**config.mk**
```make
export PLATFORM = sky130hd
export DESIGN_NAME = dac_update_sequencer
export DESIGN_NICKNAME = d
export VERILOG_FILES = /design/src/rtl/dac_update_sequencer.sv
export SDC_FILE = /design/constraint.sdc
export NUM_CORES = 1
export LEC_CHECK = 0
export BUFFER_PORTS_ARGS = -buffer_cell sky130_fd_sc_hd__buf_4
export CAP_MARGIN = 30
export CORE_MARGIN = 2
export CORE_UTILIZATION = 60
export CTS_BUF_LIST = sky130_fd_sc_hd__clkbuf_8
export DETAILED_ROUTE_END_ITERATION = 10
export PLACE_DENSITY = 0.82
export SYNTH_ARGS = -nofsm -noshare
export SYNTH_HDL_FRONTEND = slang
export SYNTH_SLANG_ARGS = --single-unit
```
**constraint.sdc**
```tcl
create_clock -name CLOCK_01M -period 4.01 [get_ports CLOCK_01M]
set_clock_uncertainty 0.15 [all_clocks]
set_input_delay 0.2005 -clock CLOCK_01M [delete_from_list [all_inputs] [get_ports CLOCK_01M]]
set_output_delay 0.2005 -clock CLOCK_01M [all_outputs]
set_load 0.05 [all_outputs]
```
**src/rtl/dac_update_sequencer.sv**
```systemverilog
// ---------------------------------------------------------------------------
// dac_update_sequencer
//
// Owns the I2C write engine of the 8-channel AD5675 DAC. Requesters only write
// a shadow table of channel codes. The sequencer serves pending channels one
// frame at a time, in round-robin order. For each frame it presents a latched
// 26-bit word and pulses the engine start. It then waits out the fixed
// transfer time before serving the next channel.
//
// Ports
//   CLOCK_01M   in   1   I2C bit-rate clock, all logic on posedge
//   reset       in   1   synchronous, active-high reset
//   wr_en       in   1   table write strobe (single cycle)
//   wr_chan     in   3   channel index for the write
//   wr_value    in  16   channel code
//   update_all  in   1   pulse, marks all 8 channels pending
//   i2c_start   out  1   engine start, high START_CYCLES cycles per frame
//   i2c_data    out 26   {DEV_ADDR, CMD, 1'b0, chan, code}
//   busy        out  1   high whenever the FSM is not IDLE
//   pending     out  8   per-channel pending mask
//   frame_done  out  1   one-cycle pulse when a frame's wait period ends
//   cur_chan    out  3   channel being (or last) served
//
// state | meaning
// ------+--------------------------------------------------------------
// IDLE  | pick the next pending channel after rr_ptr
// LOAD  | latch i2c_data from the table, clear the channel's pending bit
// START | hold i2c_start high for START_CYCLES cycles
// WAIT  | wait XFER_CYCLES cycles for the engine to finish the frame
// DONE  | pulse frame_done, return to IDLE
// ---------------------------------------------------------------------------
module dac_update_sequencer #(
  parameter logic [1:0] DEV_ADDR     = 2'b00,
  parameter logic [3:0] CMD          = 4'b0011,
  parameter int         START_CYCLES = 2,
  parameter int         XFER_CYCLES  = 50
) (
  input  logic        CLOCK_01M,
  input  logic        reset,
  input  logic        wr_en,
  input  logic [2:0]  wr_chan,
  input  logic [15:0] wr_value,
  input  logic        update_all,
  output logic        i2c_start,
  output logic [25:0] i2c_data,
  output logic        busy,
  output logic [7:0]  pending,
  output logic        frame_done,
  output logic [2:0]  cur_chan
);

  localparam int MAX_CNT = (XFER_CYCLES > START_CYCLES) ? XFER_CYCLES : START_CYCLES;
  localparam int CW      = $clog2(MAX_CNT) + 1;

  typedef enum logic [2:0] {S_IDLE, S_LOAD, S_START, S_WAIT, S_DONE} state_t;

  state_t        r_state;
  logic [15:0]   r_table [8];
  logic [7:0]    r_pending;
  logic [2:0]    r_rr_ptr;
  logic [2:0]    r_cur_chan;
  logic [25:0]   r_data;
  logic          r_start;
  logic          r_busy;
  logic          r_frame_done;
  logic [CW-1:0] r_cnt;

  logic [7:0]    w_set_mask;
  logic [7:0]    w_clr_mask;
  logic [7:0]    w_pending_next;
  logic [2:0]    w_next_chan;
  logic          w_found;

  // Sets are applied after the LOAD clear, so a write landing on the channel
  // being loaded keeps its pending bit and gets its own later frame.
  always_comb begin
    w_set_mask = update_all ? 8'hFF : 8'h00;
    if (wr_en) w_set_mask[wr_chan] = 1'b1;
    w_clr_mask = 8'h00;
    if (r_state == S_LOAD) w_clr_mask[r_cur_chan] = 1'b1;
    w_pending_next = (r_pending & ~w_clr_mask) | w_set_mask;
  end

  // Round-robin search starting just after the last served channel; i = 8
  // wraps back onto rr_ptr itself.
  always_comb begin
    logic [2:0] idx;
    w_next_chan = r_rr_ptr;
    w_found     = 1'b0;
    idx         = r_rr_ptr;
    for (int i = 1; i <= 8; i++) begin
      idx = r_rr_ptr + 3'(i);
      if (!w_found && r_pending[idx]) begin
        w_next_chan = idx;
        w_found     = 1'b1;
      end
    end
  end

  always_ff @(posedge CLOCK_01M) begin
    if (reset) begin
      for (int i = 0; i < 8; i++) r_table[i] <= '0;
      r_pending    <= '0;
      r_rr_ptr     <= 3'd7;
      r_cur_chan   <= '0;
      r_data       <= '0;
      r_start      <= 1'b0;
      r_busy       <= 1'b0;
      r_frame_done <= 1'b0;
      r_cnt        <= '0;
      r_state      <= S_IDLE;
    end else begin
      r_pending    <= w_pending_next;
      r_frame_done <= 1'b0;
      if (wr_en) r_table[wr_chan] <= wr_value;

      case (r_state)
        S_IDLE: begin
          if (w_found) begin
            r_cur_chan <= w_next_chan;
            r_busy     <= 1'b1;
            r_state    <= S_LOAD;
          end
        end
        S_LOAD: begin
          // Reads the pre-write table entry, so a colliding write is not sent now.
          r_data   <= {DEV_ADDR, CMD, 1'b0, r_cur_chan, r_table[r_cur_chan]};
          r_rr_ptr <= r_cur_chan;
          r_start  <= 1'b1;
          r_cnt    <= CW'(START_CYCLES - 1);
          r_state  <= S_START;
        end
        S_START: begin
          if (r_cnt == '0) begin
            r_start <= 1'b0;
            r_cnt   <= CW'(XFER_CYCLES - 1);
            r_state <= S_WAIT;
          end else begin
            r_cnt <= r_cnt - CW'(1);
          end
        end
        S_WAIT: begin
          if (r_cnt == '0) begin
            r_frame_done <= 1'b1;
            r_state      <= S_DONE;
          end else begin
            r_cnt <= r_cnt - CW'(1);
          end
        end
        S_DONE: begin
          r_busy  <= 1'b0;
          r_state <= S_IDLE;
        end
        default: r_state <= S_IDLE;
      endcase
    end
  end

  assign i2c_start  = r_start;
  assign i2c_data   = r_data;
  assign busy       = r_busy;
  assign pending    = r_pending;
  assign frame_done = r_frame_done;
  assign cur_chan   = r_cur_chan;

endmodule

```
* Yosys cells after proc, flatten, opt, wreduce, memory -nomap -nowiden
Memories as Yosys holds them, arrays and structs flattened. A register that Yosys moved wholly into a read port is not among the register bits. Index checks and enable logic that the tools add are counted.
Storage, ports and cells: flip-flop bits (word level) 47, RAM bits 128, memories 1, output and inout port bits 40, word-level logic and storage cells 130, input bits 23
Memories:
- r_table | depth 8, width 16, read ports 1, clocked after Yosys merged registers in 1, wr ports 8, line 58 | logic [15:0] r_table [8];
Operators by class: order comparisons 12, mux-type cells 59, reductions and logical operators 28, $add $sub $neg 8, equal/unequal tests 8, bitwise gates (word level) 5
Operators with widths (number):
- 3-bit by 4-bit less-than comparator with 1-bit output, second input constant | 10
- 3-bit 2-to-1 mux | 12
- 1-bit 2-to-1 mux | 27
- 1-bit binary-select mux with 3-bit select | 8
- 8-bit 2-to-1 mux | 3
- 7-bit case mux with 3 select lines | 1
- 16-bit 2-to-1 mux | 1
- 8-bit OR | 2
- 16-bit OR reduction | 1
- 7-bit 2-to-1 mux | 2
- 3-bit adder, second input constant | 4
- 3-bit case mux with 4 select lines | 1
- 1-bit logical AND | 9
- 8-bit bitwise AND | 1
- 2-bit inequality test, second input constant | 4
- 8-bit NOT | 1
- 2-bit AND reduction | 4
- 1-bit zero test | 7
- 7-bit zero test | 1
- 7-bit by 1-bit subtractor with 7-bit output, second input constant | 1
- 3-bit by 2-bit adder with 3-bit output, second input constant | 2
- 1-bit demux with 3-bit select | 2
- 3-bit by 2-bit equality test with 1-bit output, second input constant | 2
- 3-bit by 1-bit greater-or-equal comparator with 1-bit output, second input constant | 2
- other kinds (10) | 12

* Depth between registers and ports, before layout
Gate-level depths: netlist (run 1).
depth after elaboration 27, mapped depth 12, depth with buffers taken out 9

* Worst setup path after synthesis (run 1)
OpenSTA, ideal clock, no wires.
path type reg2reg, start reg r_rr_ptr[0], end reg r_cur_chan[2], in the netlist cur_chan[2], buffers on the path 3, arrival 2679 ps, cell stages (with the launch flop) 13, library setup time 87 ps, setup slack 1094 ps, period minus slack after synthesis 2916 ps, data required time 3773 ps, path through dfxtp_1 > buf_6 > buf_4 > inv_1 > ha_1 > buf_4 > mux2i_1 > mux4_2 > o211ai_1 > nand4_1 > a2111oi_0 > a211oi_1 > o31ai_1
On the way: word-level cells in the longest chain between the ends 26, elaborated cells on any way between the ends 54, classes of those cells add/sub: 7; mux: 32; reduce/logical: 15
RTL lines:
- from (decl) | line 60 | logic [2:0] r_rr_ptr;
- from (signal assigned) | line 128 | r_rr_ptr <= r_cur_chan;
- 3-bit by 1-bit adder with 3-bit output | line 92 | idx = r_rr_ptr + 3'(i);
- 1-bit binary-select mux with 3-bit select | line 93 | if (!w_found && r_pending[idx]) begin
- 1-bit 2-to-1 mux (implied by the code) | line 93
- 1-bit 2-to-1 mux | line 93
- 1-bit zero test | line 93
- 1-bit logical AND | line 93
- 1-bit 2-to-1 mux | line 93
- 1-bit zero test | line 93
- [... 10 more ...]
- 1-bit 2-to-1 mux | line 93
- 1-bit zero test | line 93
- 1-bit logical AND | line 93
- 1-bit 2-to-1 mux | line 93
- 1-bit zero test | line 93
- 1-bit logical AND | line 93
- 1-bit 2-to-1 mux | line 93
- 2-bit AND reduction (no source line)
- to (signal assigned) | line 120 | r_cur_chan <= w_next_chan;
- to (decl) | line 61 | logic [2:0] r_cur_chan;
Several ways; a longest one is shown, not always the timed one. The select of a mux whose other input is x is not followed. A chain may end at the register's enable or synchronous reset.

* Worst setup path after layout (run 1)
start reg r_rr_ptr[1], end reg r_cur_chan[0], in the netlist cur_chan[0]
Same word-level chain as after synthesis.

==> run summary, run 1 <==
EDFF count, synth - 128
Post-Syn Area - 8512 µm²
Worst slew pin tran - 0.8941 ns
Post-CTS Repair Setup Buffers - 0
Avg WL per Cell - 20.75 µm
Top_reg_cell synth - edfxtp_1
Post-DRT Antenna Nets - 0
Final setup violation count - 0
Critical path arrival - 3.47 ns
Port buffer count - 57
Fin. max-slew vios - 0
Buf/Inv on CP - 1
Critical path startpoint category - flip-flop
Dpl ws - 0.8059 ns
Reg-to-reg setup timing slack - 0.75 ns
Max-slew headroom - 40.39%
CP Capture Type - flip-flop
# Max-Cap Violations - 0
N_diodes - 0
Worst path depth - 9
Wire length on met2 - 10260 µm
CTS tree - yes
Outcome - complete, no violations
Mean post-synth cell area - 11.95 µm²
Clock slew at reported path FFs - 0.09 ns
Register area share after synthesis - 56.21%
Vias in the first global route - 5769
CP Cell Sequence - inv_1 -> ha_1 -> mux4_2 -> mux2i_1 -> nand2b_1 -> nor3_2 -> a221oi_1 -> xnor2_1 -> o31ai_1
First-pass GRT wire length - 30600 µm
DRT Pass-1 Iters - 5
RR Startpoint - r_rr_ptr[1]$_SDFFE_PP1P_
Clock sink count - 175
Yosys warning count - 0
CP Class - flip-flop to flip-flop
LEAKAGE - 3.615 nW
Simple logic cell fraction of the synthesized area - 17.60%
Worst min-delay path category - primary input to flip-flop
DR vias/cell - 6.129
Initial core utilization - 61.32%
Worst R2R End - cur_chan[0]$_SDFFE_PP0P_
Root Driver - clkbuf_8
CP Launch Point - r_rr_ptr[1]$_SDFFE_PP1P_
Post-Synth XOR/XNOR Area - 0.7203%
Worst-Skew Late Latency - 0.46 ns
Met3 Routed Length - 1463 µm
Largest family of logic cells by synthesized area - simple AND/OR/NAND/NOR gates
Detailed-route via count - 5976
Fraction of registers with async set/reset - 0%
Dpl hpwl - 12970 µm
Post-Route M1 WL - 8105 µm
Highest Signal Layer - met4
Worst endpoint required time - 4.22 ns
Adder-cell share of the synthesized area - 0.5880%
Power Density - 632.9 nW/µm²
Fmax - 0.3064 GHz
Peak VDD IR - 475.2 µV
Residual DRC - 0
Kind of cell adding the most delay to the critical path - multiplexers
Crit share post-route - 81.38%
CP Capture Point - cur_chan[0]$_SDFFE_PP0P_
Critical Path Max Stage Delay - 0.62 ns
Post-synthesis instance total - 712
DRT Wirelength - 20230 µm
Setup slack after layout - 0.7465 ns
Global route overflow - 0
GPL Wtd Cong - 0.8685
RSZ-0062 raised after global routing - false
Nets - 809
Compound-Gate Fraction of Synth Area - 9.555%
DIE WIDTH - 123.1 µm
Cell total after placement - 922
GRT Total Usage - 27.75%
Count of unique library cells instantiated by Yosys - 58
Area of the multi-input gates - 3473 µm²
Post-synthesis mux area share - 12.01%
Rows - 43
Die Span Y - 123.1 µm
Final Critical Period - 3.263 ns
Fin cells - 975
Largest net degree at the start of global routing - 57
Slowest CP cell - mux4_2
Antenna violations before repair - 0
Storage cell area - 4787 µm²
Initial DRC Count - 575
I/O pins - 63
Clock tree buffer depth - 2
Area Overhead vs Synth - 14.01%
Fillers - 1015
Layout cells sized above 1 - 17.99%
Reg2reg path depth - 9
Htree depth - 4
Critical Path Fanout Max - 11
Overall Power - 0.006142 W
Setup TNS - 0 ns
Die Area - 15150 µm²
Synthesized flop and latch total - 175
Core area - 13880 µm²
CTS buffer count - 17
Endpoints failing hold - 0
report_power, final:
part / total, W / internal [W] / switching, W
clock: 0.00122 / 0.000572 / 0.000643
combinational: 0.00253 / 0.000997 / 0.00153
sequential: 0.00240 / 0.00217 / 0.000225
total: 0.00614 / 0.00374 / 0.00240
sequential cells by signal (all words and copies together), names as in the netlist:
| name | cells |
|---|---|
| r_rr_ptr | 3 |
| cur_chan | 3 |
| busy | 1 |
| frame_done | 1 |
| i2c_data | 20 |
| pending | 8 |
| r_cnt | 7 |
| r_state | 3 |
| r_table | 128 |
| i2c_start | 1 |
per-layer routing:
metal / vias to the layer above / GRT usage, %
li1: 2732 / -
met1: 2970 / 34.69
met2: 236 / 47.44
met3: 38 / 5.904
met4: 0 / 10.94
met5: - / 0
layout make-up:
| class | count | share of cell area [%] |
|---|---|---|
| Sequential cell | 175 | 49.33 |
| Clock inverter | 14 | 1.496 |
| Inverter | 13 | 0.5028 |
| Timing Repair Buffer | 95 | 8.007 |
| Clock buffer | 18 | 2.553 |
| Multi-Input combinational cell | 480 | 35.79 |
| Tap cell | 180 | 2.321 |
layout by cell type, fill, tap and decap left out, types with 8 or more instances in the layout:
| cell type | netlist | routed |
|---|---|---|
| edfxtp_1 | 128 | 128 |
| mux2i_1 | 38 | 38 |
| nand2_1 | 38 | 38 |
| mux4_2 | 24 | 24 |
| inv_1 | 13 | 16 |
| o21ai_0 | 25 | 25 |
| nor2_1 | 53 | 53 |
| clkbuf_8 | 0 | 18 |
| dlygate4sd3_1 | 0 | 21 |
| a211oi_1 | 11 | 11 |
| buf_4 | 8 | 71 |
| and2_1 | 131 | 131 |
| a21oi_1 | 35 | 35 |
| nor3_1 | 10 | 8 |
| dfxtp_1 | 47 | 45 |
| nand2b_1 | 10 | 10 |
per-stage QoR:
stage	util [%]	hold WS (ns)	area (µm²)
after floorplan	-	0.2487	8527
after global placement	65.22	0.2959	9052
after detailed placement	65.57	0.3214	9101
after CTS	69.91	0.04903	9704
after global routing	69.91	0.08309	9704
final	69.91	0.08251	9704
cells in the mapped netlist (all sizes together) (3+ instances only):
library cell  instances  area (µm²)
and2                131       819.5
edfxtp              128        3844
nor2                 53       198.9
dfxtp                47       940.9
mux2i                38       380.4
nand2                38       142.6
a21oi                35       175.2
clkbuf               30       112.6
mux4                 27       619.4
o21ai                25       125.1
buf                  18       117.6
inv                  13       48.80
a211oi               12       95.09
nor3                 11       60.06
nand2b               10       62.56
a31oi                 7       43.79
a221oi                6       52.55
o22ai                 6       37.54
o221ai                5       43.79
a22oi                 4       30.03
ha                    4       50.05
nand3                 4       20.02
nand3b                4       30.03
o31ai                 4       30.03
or2                   4       27.53
or3                   4       25.02
xor2                  4       35.03
a21o                  3       22.52
nor2b                 3       18.77
o21bai                3       22.52
xnor2                 3       26.28
timing repair:
item	4_1_cts	5_1_grt
hold endpoints to repair	136	0
hold buffers	21	0
gates resized for setup	0	0
how the worst min path moves through the flow:
stage,startpoint,end,slack [ns],depth (start not counted)
floorplan,wr_value[0],r_table[0][0]$_SDFFCE_PN0P_,0.25,1
finish,reset,i2c_data[3]$_SDFFE_PP0P_,0.08,2
CTS,reset,i2c_data[3]$_SDFFE_PP0P_,0.05,2
detailed placement,i2c_data[17]$_SDFFE_PP0P_,i2c_data[17]$_SDFFE_PP0P_,0.32,2
global placement,i2c_data[18]$_SDFFE_PP0P_,i2c_data[18]$_SDFFE_PP0P_,0.30,2
global route,reset,i2c_data[20]$_SDFFE_PP0P_,0.08,2
logic make-up after synthesis:
family	after synthesis
XOR/XNOR	7
flip-flops	175
buffers and inverters	61
adder cells (fa/ha/maj)	4
other	1
AO/OA/AOI/OAI	124
multiplexers	67
AND/OR/NAND/NOR	273
No activity file was read; power rests on OpenSTA's default activity.
==> run 2, diff against run 1 <==
clock period = 3.2 ns   (was 4.01 ns; I/O delays follow)
==> run summary, run 2 (same netlist as run 1, synthesis figures left out) <==
Outcome - complete, no violations (unchanged)
Residual DRC - 0 (unchanged)
Largest Register - r_table (unchanged)
DRT Pass-1 Iters - 5 (unchanged)
Post-DRT Antenna Nets - 0 (unchanged)
Slowest CP cell - mux4_2 (unchanged)
Htree depth - 4 (unchanged)
Vias in the first global route - 6066 (was 5769)
Nets - 813 (was 809)
Clock sink count - 175 (unchanged)
RSZ-0062 raised after global routing - false (unchanged)
Initial DRC Count - 634 (was 575)
Fillers - 948 (was 1015)
Most frequent cells in the layout - 131 x and2_1, 128 x edfxtp_1, 77 x buf_4, 53 x nor2_1, 45 x dfxtp_1 (was 131 x and2_1, 128 x edfxtp_1, 71 x buf_4, 53 x nor2_1, 45 x dfxtp_1)
Port buffer count - 57 (unchanged)
Peak VDD IR - 428.2 µV (was 475.2 µV)
Worst-Skew Late Latency - 0.46 ns (about the same)
Clock slew at reported path FFs - 0.09 ns (about the same)
GPL Wtd Cong - 0.8615 (was 0.8685)
Rows - 43 (unchanged)
Worst slew pin tran - 0.9442 ns (was 0.8941 ns)
Critical Path Fanout Max - 10 (was 11)
Initial core utilization - 61.32% (unchanged)
Fmax - 0.3448 GHz (was 0.3064 GHz)
CTS buffer count - 17 (unchanged)
DRT Wirelength - 20200 µm (was 20230 µm)
Max-slew headroom - 37.05% (was 40.39%)
Antenna violations before repair - 0 (unchanged)
Critical path arrival - 3.14 ns (was 3.47 ns)
Critical Path Max Stage Delay - 0.36 ns (was 0.62 ns)
I/O pins - 63 (unchanged)
Setup TNS - 0 ns (unchanged)
Highest Signal Layer - met4 (unchanged)
Dpl hpwl - 12910 µm (was 12970 µm)
Core area - 13880 µm² (unchanged)
Commonest non-fill, non-tap cell in the layout - and2_1 (unchanged)
CP Cell Sequence - inv_1 -> ha_1 -> buf_4 -> mux4_2 -> mux2i_1 -> nand2b_1 -> nor4b_4 -> or2_4 -> a32oi_2 -> a211oi_2 (was inv_1 -> ha_1 -> mux4_2 -> mux2i_1 -> nand2b_1 -> nor3_2 -> a221oi_1 -> xnor2_1 -> o31ai_1)
Crit share post-route - 90.63% (was 81.38%)
Worst min-delay path category - primary input to flip-flop (unchanged)
CTS tree - yes (unchanged)
Largest net degree at the start of global routing - 57 (unchanged)
CP Capture Type - flip-flop (unchanged)
Fin. max-slew vios - 0 (unchanged)
First-pass GRT wire length - 31910 µm (was 30600 µm)
LEAKAGE - 3.612 nW (was 3.615 nW)
Detailed-route via count - 5973 (was 5976)
GRT Total Usage - 28.56% (was 27.75%)
Met3 Routed Length - 1293 µm (was 1463 µm)
Area Overhead vs Synth - 14.41% (was 14.01%)
DIE WIDTH - 123.1 µm (unchanged)
Global route overflow - 0 (unchanged)
CP Class - flip-flop to flip-flop (unchanged)
Die Area - 15150 µm² (unchanged)
Hold slack - 0.03291 ns (was 0.08251 ns)
DR vias/cell - 6.101 (was 6.129)
Final Critical Period - 2.900 ns (was 3.263 ns)
Critical path startpoint category - flip-flop (unchanged)
N_diodes - 0 (unchanged)
Avg WL per Cell - 20.64 µm (was 20.75 µm)
Die Span Y - 123.1 µm (unchanged)
# Max-Cap Violations - 0 (unchanged)
Final setup violation count - 0 (unchanged)
Max reg flops - 128 (unchanged)
Root Driver - clkbuf_8 (unchanged)
Layout cells sized above 1 - 18.65% (was 17.99%)
Wire length on met2 - 10410 µm (was 10260 µm)
Storage cell area - 4787 µm² (unchanged)
Endpoints failing hold - 0 (unchanged)
Area of the multi-input gates - 3468 µm² (was 3473 µm²)
Worst endpoint required time - 3.44 ns (was 4.22 ns)
Clock tree buffer depth - 2 (unchanged)
Post-Route M1 WL - 8141 µm (was 8105 µm)
Power Density - 793.6 nW/µm² (was 632.9 nW/µm²)
-- run 2: what timing repair did --
item | 4_1_cts | 5_1_grt
hold buffers | 21 | 0
endpoints found under the hold margin | 136 | 0
gates resized for setup | 0 | 0
buffers inserted | 0 | 0
setup endpoints to repair | 0 | 0
-- run 2: power by group --
group / internal (W) / total, W / leakage, nW / switching, W
registers: 0.00272 / 0.00298 / 1.63 / 0.000260
clock network: 0.000700 / 0.00153 / 0.183 / 0.000832
logic: 0.00127 / 0.00322 / 1.80 / 0.00194
total: 0.00469 / 0.00773 / 3.61 / 0.00303
-- run 2: area by class of cell --
type	count	share of cell area (%)
repair buffers	99	8.377
clock inverters	15	1.632
flip-flops and latches	175	49.16
multi-input cells	480	35.62
inverters	13	0.5011
clock buffers	17	2.403
well taps	180	2.313
-- run 2: final timing paths --
check                                          startpoint                        end  depth (start not counted)  slack [ns]
worst max register to register   r_rr_ptr[0]$_SDFFE_PP1P_   cur_chan[1]$_SDFFE_PP0P_                         10        0.30
worst min register to register  i2c_data[17]$_SDFFE_PP0P_  i2c_data[17]$_SDFFE_PP0P_                          2        0.31
worst min-delay path                                reset   i2c_data[0]$_SDFFE_PP0P_                          2        0.03
worst max-delay path             r_rr_ptr[0]$_SDFFE_PP1P_   cur_chan[1]$_SDFFE_PP0P_                         10        0.30
-- run 2: layer usage --
| metal | GRT usage, % | up-vias |
|---|---|---|
| met2 | 48.69 | 232 |
| met3 | 6.181 | 37 |
| met1 | 36.66 | 2967 |
| met4 | 9.162 | 0 |
| met5 | 0 | - |
| li1 | - | 2737 |
-- run 2: stage by stage --
step	power [W]	setup WS [ns]	cells	utilization [%]	cell area (µm²)
finish	0.007728	0.2999	979	70.16	9738
global route	0.008128	0.05005	979	70.16	9738
CTS	0.007723	0.3129	979	70.16	9738
detailed placement	0.006190	0.2874	926	65.81	9135
global placement	0.006118	0.3937	925	65.61	9107
floorplan	0.005391	0.2838	716	-	8527
-- run 2: worst max-delay path, delay by kind of cell, from the launching register on --
kind | cells | cell delay, ns
AND/OR/NAND/NOR | 3 | 0.77
adder cells (fa/ha/maj) | 1 | 0.33
buffers and inverters | 2 | 0.29
flip-flops | 1 | 0.34
AO/OA/AOI/OAI | 2 | 0.28
multiplexers | 2 | 0.65
